### config.mk
export PLATFORM = sky130hd
export DESIGN_NAME = traffic_light_controller
export DESIGN_NICKNAME = d
export VERILOG_FILES = /design/src/rtl/traffic_pkg.sv /design/src/rtl/phase_timer.sv /design/src/rtl/traffic_light_controller.sv
export SDC_FILE = /design/constraint.sdc
export NUM_CORES = 1
export LEC_CHECK = 0
export ABC_AREA = 1
export CAP_MARGIN = 30
export CORE_MARGIN = 5
export CORE_UTILIZATION = 55
export CTS_CLUSTER_DIAMETER = 30
export DETAILED_ROUTE_END_ITERATION = 16
export PLACE_DENSITY = 0.86
export SYNTH_ARGS = -nofsm -noshare
export SYNTH_HDL_FRONTEND = slang
export SYNTH_HIERARCHICAL = 1
export SYNTH_SLANG_ARGS = --single-unit
### constraint.sdc
create_clock -name sys_clk -period 6.67 [get_ports sys_clk]
set_input_delay 0.667 -clock sys_clk [delete_from_list [all_inputs] [get_ports sys_clk]]
set_output_delay 0.667 -clock sys_clk [all_outputs]
set_load 0.01 [all_outputs]
### src/rtl/traffic_pkg.sv
// Shared types and lamp encodings for the traffic light controller.
package traffic_pkg;

   // Controller states; the 3-bit encoding is exported on the phase port.
   typedef enum logic [2:0] {
      NS_GREEN  = 3'd0,
      NS_YELLOW = 3'd1,
      ALL_RED_1 = 3'd2,
      EW_GREEN  = 3'd3,
      EW_YELLOW = 3'd4,
      ALL_RED_2 = 3'd5,
      WALK      = 3'd6,
      FLASH     = 3'd7
   } state_t;

   // One-hot {R,Y,G} lamp drive values.
   localparam logic [2:0] LAMP_R   = 3'b100;
   localparam logic [2:0] LAMP_Y   = 3'b010;
   localparam logic [2:0] LAMP_G   = 3'b001;
   localparam logic [2:0] LAMP_OFF = 3'b000;

endpackage

### src/rtl/phase_timer.sv
// Down-counter measuring phase duration in ticks. Loaded with duration-1 on
// state entry; done pulses on the tick that finds the count at zero.
module phase_timer #(
   parameter int               CNT_W   = 8,
   parameter logic [CNT_W-1:0] RST_VAL = '0
) (
   input  logic             sys_clk,
   input  logic             reset_n,
   input  logic             tick,
   input  logic             load,
   input  logic [CNT_W-1:0] load_val,
   output logic             done
);

   logic [CNT_W-1:0] count_q;
   logic [CNT_W-1:0] count_d;

   // Next count: load wins, otherwise decrement on tick, holding at zero.
   always_comb begin
      // NOTE: assign every always_comb output a default first so no path leaves it unassigned (which would infer a latch).
      count_d = count_q;
      if (load) begin
         count_d = load_val;
      end else if (tick && (count_q != '0)) begin
         count_d = count_q - 1'b1;
      end
   end

   // Count register with synchronous active-low reset.
   always_ff @(posedge sys_clk) begin
      // NOTE: sequential state uses non-blocking assignments so all flops update together at the edge.
      if (!reset_n) begin
         count_q <= RST_VAL;
      end else begin
         count_q <= count_d;
      end
   end

   assign done = (count_q == '0) && tick;

endmodule

### src/rtl/traffic_light_controller.sv
// Two-way intersection controller with pedestrian walk phase and night-time
// flashing. Moore outputs decoded from the state register. On entry to FLASH
// the yellow lamps are lit first, then alternate with off on every tick.
module traffic_light_controller
   import traffic_pkg::*;
#(
   parameter int GREEN_TICKS   = 10,
   parameter int YELLOW_TICKS  = 3,
   parameter int ALL_RED_TICKS = 2,
   parameter int WALK_TICKS    = 8,
   parameter int CNT_W         = 8
) (
   input  logic       sys_clk,
   input  logic       reset_n,
   input  logic       tick,
   input  logic       ped_req,
   input  logic       night_mode,
   output logic [2:0] ns_light,
   output logic [2:0] ew_light,
   output logic       walk,
   output logic [2:0] phase
);

   localparam logic [CNT_W-1:0] GREEN_LD   = CNT_W'(GREEN_TICKS - 1);
   localparam logic [CNT_W-1:0] YELLOW_LD  = CNT_W'(YELLOW_TICKS - 1);
   localparam logic [CNT_W-1:0] ALL_RED_LD = CNT_W'(ALL_RED_TICKS - 1);
   localparam logic [CNT_W-1:0] WALK_LD    = CNT_W'(WALK_TICKS - 1);

   state_t           state_q, state_d;
   logic             ped_pending_q, ped_pending_d;
   logic             flash_on_q, flash_on_d;
   logic             timer_load;
   logic [CNT_W-1:0] timer_load_val;
   logic             timer_done;
   logic             ped_now;
   logic             enter_walk;

   // Counter reload value for the state being entered; FLASH does not time.
   function automatic logic [CNT_W-1:0] load_for(input state_t s);
      case (s)
         NS_GREEN, EW_GREEN:   return GREEN_LD;
         NS_YELLOW, EW_YELLOW: return YELLOW_LD;
         ALL_RED_1, ALL_RED_2: return ALL_RED_LD;
         WALK:                 return WALK_LD;
         default:              return '0;
      endcase
   endfunction

   phase_timer #(
      .CNT_W   (CNT_W),
      .RST_VAL (ALL_RED_LD)
   ) u_phase_timer (
      .sys_clk  (sys_clk),
      .reset_n  (reset_n),
      .tick     (tick),
      .load     (timer_load),
      .load_val (timer_load_val),
      .done     (timer_done)
   );

   // A request sampled this cycle counts in the decision taken on this edge.
   assign ped_now = ped_pending_q | (ped_req & (state_q != WALK));

   // Next-state logic, timer reload, pedestrian latch and flash toggle.
   always_comb begin
      state_d = state_q;
      case (state_q)
         NS_GREEN:  if (timer_done) state_d = NS_YELLOW;
         NS_YELLOW: if (timer_done) state_d = ALL_RED_1;
         ALL_RED_1: if (timer_done) state_d = EW_GREEN;
         EW_GREEN:  if (timer_done) state_d = EW_YELLOW;
         EW_YELLOW: if (timer_done) state_d = ALL_RED_2;
         ALL_RED_2: begin
            if (timer_done) begin
               if (night_mode)   state_d = FLASH;
               else if (ped_now) state_d = WALK;
               else              state_d = NS_GREEN;
            end
         end
         WALK:      if (timer_done) state_d = NS_GREEN;
         FLASH:     if (tick && !night_mode) state_d = ALL_RED_2;
         default:   state_d = ALL_RED_2;
      endcase

      timer_load     = (state_d != state_q);
      timer_load_val = load_for(state_d);

      enter_walk    = (state_d == WALK) && (state_q != WALK);
      ped_pending_d = ped_now & ~enter_walk;

      // Entry into FLASH always happens on a tick, so the lamps start lit.
      flash_on_d = (state_d == FLASH) ? (flash_on_q ^ tick) : 1'b0;
   end

   // Control state registers with synchronous active-low reset.
   always_ff @(posedge sys_clk) begin
      if (!reset_n) begin
         state_q       <= ALL_RED_2;
         ped_pending_q <= 1'b0;
         flash_on_q    <= 1'b0;
      end else begin
         state_q       <= state_d;
         ped_pending_q <= ped_pending_d;
         flash_on_q    <= flash_on_d;
      end
   end

   // Lamp decode from the registered state.
   always_comb begin
      ns_light = LAMP_R;
      ew_light = LAMP_R;
      walk     = 1'b0;
      case (state_q)
         NS_GREEN:  ns_light = LAMP_G;
         NS_YELLOW: ns_light = LAMP_Y;
         EW_GREEN:  ew_light = LAMP_G;
         EW_YELLOW: ew_light = LAMP_Y;
         WALK:      walk     = 1'b1;
         FLASH: begin
            ns_light = flash_on_q ? LAMP_Y : LAMP_OFF;
            ew_light = flash_on_q ? LAMP_Y : LAMP_OFF;
         end
         default: ;
      endcase
   end

   assign phase = state_q;

endmodule

# ---- Word-level counts from Yosys, hierarchy flattened
# Index checks and enable logic that the tools add are counted.
dict set report totals {
  regBits 13
  input_bits 5
  out_inout_bits 10
  word_cells 58
}
dict set report op_classes {
  addsub 1
  eq_ne 16
  mux 18
  bitwise 5
  n_reduce_logical 14
}
# cell n
set op_table {}
lappend op_table {{$mux 3} 10}
lappend op_table {{$eq 3x3->1 const B} 8}
lappend op_table {{$pmux 3 s8} 1}
lappend op_table {{$pmux 3 s3} 2}
lappend op_table {{$mux 8} 2}
lappend op_table {{$pmux 4 s4} 1}
lappend op_table {{$eq 3x2->1 const B} 4}
lappend op_table {{$logic_not 8->1} 1}
lappend op_table {{$reduce_bool 8->1} 1}
lappend op_table {{$sub 8x1->8 const B} 1}
lappend op_table {{$eq 3x1->1 const B} 2}
lappend op_table {{$logic_not 3->1} 2}
lappend op_table {{$reduce_or 2->1} 3}
lappend op_table {{$logic_and 1x1->1} 4}
lappend op_table {{$ne 3x3->1} 1}
lappend op_table {{$ne 3x3->1 const B} 1}
lappend op_table {{$and 1x1->1} 2}
lappend op_table {{$mux 2} 1}
lappend op_table {{$reduce_and 2->1} 1}
lappend op_table {{$reduce_bool 2->1} 1}
lappend op_table {{$logic_not 1->1} 1}
lappend op_table {{$mux 1} 1}
lappend op_table {{$not 1->1} 1}
lappend op_table {{$or 1x1->1} 1}
lappend op_table {{$xor 1x1->1} 1}

# ---- Depth between registers and ports, before layout
dict set report logic_depth {
  word_depth 11
  depth_mapped 21
  ltp_nobuf 21
}

# ---- Hierarchy
# The synthesis kept the hierarchy.
# mod instances cells_per_inst area_each_um2 seq_area_each_um2
set modules_own_cells {}
lappend modules_own_cells {phase_timer 1 102 600.6 160.2}
lappend modules_own_cells {traffic_light_controller 1 84 483.0 100.1}

# ---- Worst setup path before layout
# No wires, ideal clock.
dict set report synth_path {
  kind {register -> register}
  startpoint {reg u_phase_timer.count_q[0]}
  endpoint {reg u_phase_timer.count_q[2]}
  setup_ps 114
  t_arrival_ps 2588
  required_time_ps 6556
  slack_ps 3968
  stages_incl_launch_ff 20
  path_buffers 1
  synth_period_minus_slack_ps 2702
  cell_sequence {dfxtp_1 > inv_1 > ha_1 > inv_2 > nor2_1 > nand3_1 > nor3_1 > inv_1 > or2_1 > nand2_2 > nand3_1 > nand2_1 > nand2_2 > xor2_1 > nand3_1 > inv_1 > buf_4 > nand3_1 > o21bai_1 > nor2_1}
}
dict set report synth_via {
  word_cells_on_any_way 28
  classes_between {1 x add/sub; 7 x eq/ne; 11 x mux; 9 x reduce/logical}
}
# item line
set synth_lines {}
lappend synth_lines {{from (decl)} phase_timer.sv:15} ;# logic [CNT_W-1:0] count_q;
lappend synth_lines {{from (signal assigned)} phase_timer.sv:35} ;# count_q <= count_d;
lappend synth_lines {{$logic_not 8->1 (*)} phase_timer.sv:39} ;# assign done = (count_q == '0) && tick;
lappend synth_lines {{$logic_and 1x1->1 (*)} phase_timer.sv:39}
lappend synth_lines {{net timer_done} traffic_light_controller.sv:34} ;# logic timer_done;
lappend synth_lines {{$mux 3 (tied with other cells)} traffic_light_controller.sv:80} ;# WALK: if (timer_done) state_d = NS_GREEN;
lappend synth_lines {{$pmux 3 s8 (*)} traffic_light_controller.sv:67} ;# case (state_q)
lappend synth_lines {{$ne 3x3->1 (*)} traffic_light_controller.sv:85} ;# timer_load = (state_d != state_q);
lappend synth_lines {{net timer_load} traffic_light_controller.sv:32} ;# logic timer_load;
lappend synth_lines {{$mux 8 / $reduce_bool 2->1 (equally long branches)} --}
# The timed path passes the listed nets; every way through them passes the cells marked *. The select of a mux whose other input is x is not followed.
# A chain may end at the register's enable or synchronous reset.

# ---- Final worst setup path
dict set report layout_path {
  startpoint {in tick}
  endpoint {reg u_phase_timer.count_q[4]}
}
dict set report layout_via {
  elab_chain_len 5
  word_cells_on_any_way 15
  classes_between {1 x eq/ne; 10 x mux; 4 x reduce/logical}
}
# item line
set layout_lines {}
lappend layout_lines {{from (decl)} traffic_light_controller.sv:15} ;# input logic tick,
lappend layout_lines {{$logic_and 1x1->1 (*)} phase_timer.sv:39}
lappend layout_lines {{net timer_done} traffic_light_controller.sv:34}
lappend layout_lines {{$mux 3 (tied with other cells)} traffic_light_controller.sv:80}
lappend layout_lines {{$pmux 3 s8 (*)} traffic_light_controller.sv:67}
lappend layout_lines {{$ne 3x3->1 (*)} traffic_light_controller.sv:85}
lappend layout_lines {{net timer_load} traffic_light_controller.sv:32}
lappend layout_lines {{$mux 8 / $reduce_bool 2->1 (equally long branches)} --}
# The timed path passes the listed nets; every way through them passes the cells marked *.

==> metrics.txt <==
Resized cells post-CTS=0; post-synthesis sequential area ratio=0.2402; largest net degree at the start of global routing=15; synth unique cells=26; Crit. End Element=flop; endpoints failing hold=0; area share of the largest cell type after synthesis=0.2402; Required @ worst endpoint=6.84 ns; layout cells sized above 1=0.1171; Commonest cells post-synth=nand2_1 (41), nor2_1 (33), inv_1 (27); Ports=15; final wirelength=2658 um; ranking of synthesized cells by area=dfxtp_1 (24%), nand2_1 (14%), nor2_1 (11%), inv_1 (9.4%), nand3_1 (8.8%); Post-synth EDFFs=0; CTS Root Cell=clkbuf_4; hpwl dp=2211 um; Final Critical Period=3.373 ns; final setup fails=0; DR pass1 iterations=4; Syn Area/Cell=5.825 um^2; n_diodes=0; first-pass GRT wire length=4705 um; PD cells=574.3 nW/um^2; Final Core Density=0.6660; CTS tree=yes; period utilization=0.5057; worst-path fanout max=14; Max Freq=0.2965 GHz; RePlAce Congestion=0.9186; initial core utilization=0.5638; Core Area=1922 um^2; DR WL/cell=11.46 um; Leak=0.6743 nW; Clock transition at path regs=0.07 ns; Area Overhead vs Synth=18.13%; CP most frequent cell=inv_1; Die Ht=54.39 um; Die Wd=54.39 um; maxcap violations=0; CTS max path bufs=2; CP startpoint kind=input pin; clk_lat worst skew=0.28 ns; critical-path cell list=clkdlybuf4s50_1, inv_1, nor3_1, inv_1, or2_1, nand2_2, nand3_1, nand2_2, nand2_2, inv_1, nand2_1, nand3_1, inv_1, or2_2, nand2_1, nand2_1, inv_1, nor2_2; Via density=5.203; antenna violations before repair=0; number of remaining DRC errors=0; top-count cell post-synth=nand2_1; nets=212; Crit Path Class=in2reg; Hold WC Path Type=reg2reg; Synth Cell Area=1084 um^2; yosys warns=6; # hold bufs at CTS=0; Die ar.=2958 um^2; post-route ant nets=0; setup bufs post-CTS=0; Critical Path AT=3.54 ns; H-Tree Depth=1; outcome=finished, final reports clean; hold path start=u_phase_timer/count_q[0]; vias in the first global route=1140; largest area contributor in the netlist=dfxtp_1; #FFs+latches synth=13; Layout Skew=0.009729 ns; total power=0.7350 mW; Fin Setup TNS=0 ns; cts bufs inserted=3; VDD IR-drop max=0.4944 mV; largest incremental delay on the critical path=0.62 ns; FP Rows=16; Top FF cell, synth=dfxtp_1; initial DRC count=45; RSZ-0062 raised after global routing=no; CTS sink cnt=13; reg-to-reg startpoint=u_phase_timer/count_q[0]; GRT overflow=0; vias after detailed routing=1207; Worst setup startpoint=tick; Crit-path slowest cell=clkdlybuf4s50_1; max-slew violations=0; Port Buf Inserts=14; GRT Total Usage=0.2157; Syn Inst Count=186; fraction of registers with async set/reset=0
[worst paths after layout]
path | end | slack, ns | cells past startpoint
worst max-delay path | u_phase_timer/count_q[4] | 3.30 | 18
worst min register to register | u_phase_timer/count_q[0] | 0.50 | 2
worst min-delay path | u_phase_timer/count_q[0] | 0.50 | 2
worst max register to register | u_phase_timer/count_q[4] | 3.36 | 21
[layer usage]
layer / global-route usage / share of wire / vias to the layer above
met3: 0.04360 / 0.056 / 4
li1: - / - / 620
met1: 0.2582 / 0.45 / 542
met4: 0.04564 / 0.0083 / 0
met2: 0.3924 / 0.49 / 41
met5: 0 / 0 / -
[placed cells by master (no fill, tap or decap), drive strengths merged]
master / Yosys / routed
o21ai: 7 / 7
o31ai: 1 / 1
dfxtp: 13 / 13
xor2: 4 / 4
inv: 32 / 32
clkdlybuf4s50: 0 / 14
a21oi: 8 / 8
nor3: 1 / 1
ha: 1 / 1
clkbuf: 0 / 4
nand3: 20 / 20
o211ai: 1 / 1
nor2: 37 / 37
conb: 1 / 4
nand2: 50 / 50
nand4: 3 / 3
o21bai: 3 / 3
or2: 2 / 2
[final cells by class]
type                       instances  area, um^2
multi-input combinational        142       699.4
fill                             188       641.9
sequential                        13       260.3
timing repair buffer              14       140.1
inverter                          32       120.1
tap                               27       33.78
clock buffer                       4       26.28
[logic make-up after synthesis]
logic type               synth area share
buffers and inverters              0.1247
XOR/XNOR                          0.03233
adder cells (fa/ha/maj)           0.01155
AND/OR/NAND/NOR                    0.4804
AO/OA/AOI/OAI                      0.1074
flip-flops                         0.2402
other                            0.003461
[critical path: cells and delay by family]
| family | cells | cell delay, ns |
|---|---|---|
| AND/OR/NAND/NOR | 12 | 1.65 |
| buffers and inverters | 6 | 1.23 |
[power by group]
part / leakage (nW) / switching, mW / internal, mW
Sequential: 0.108 / 0.0370 / 0.108
Clock: 0.0150 / 0.0256 / 0.0232
Combinational: 0.552 / 0.348 / 0.194
Total: 0.674 / 0.410 / 0.325
[per-stage QoR]
stage | cell area, um^2 | hold WS [ns] | std cells | worst slack [ns]
2_1_floorplan | 1095 | 0.4685 | 189 | 3.968
3_3_place_gp | 1254 | 0.4908 | 228 | 3.182
3_5_place_dp | 1254 | 0.4875 | 228 | 3.038
4_1_cts | 1280 | 0.5009 | 232 | 3.330
5_1_grt | 1280 | 0.5518 | 232 | 3.031
6_report | 1280 | 0.5017 | 232 | 3.297
[state kept, by name, summed over array words and instances, names as in the netlist]
| name | flops |
|---|---|
| phase | 3 |
| u_phase_timer/count_q | 8 |
| ped_pending_q | 1 |
| flash_on_q | 1 |
(Power assumes the default switching activity.)
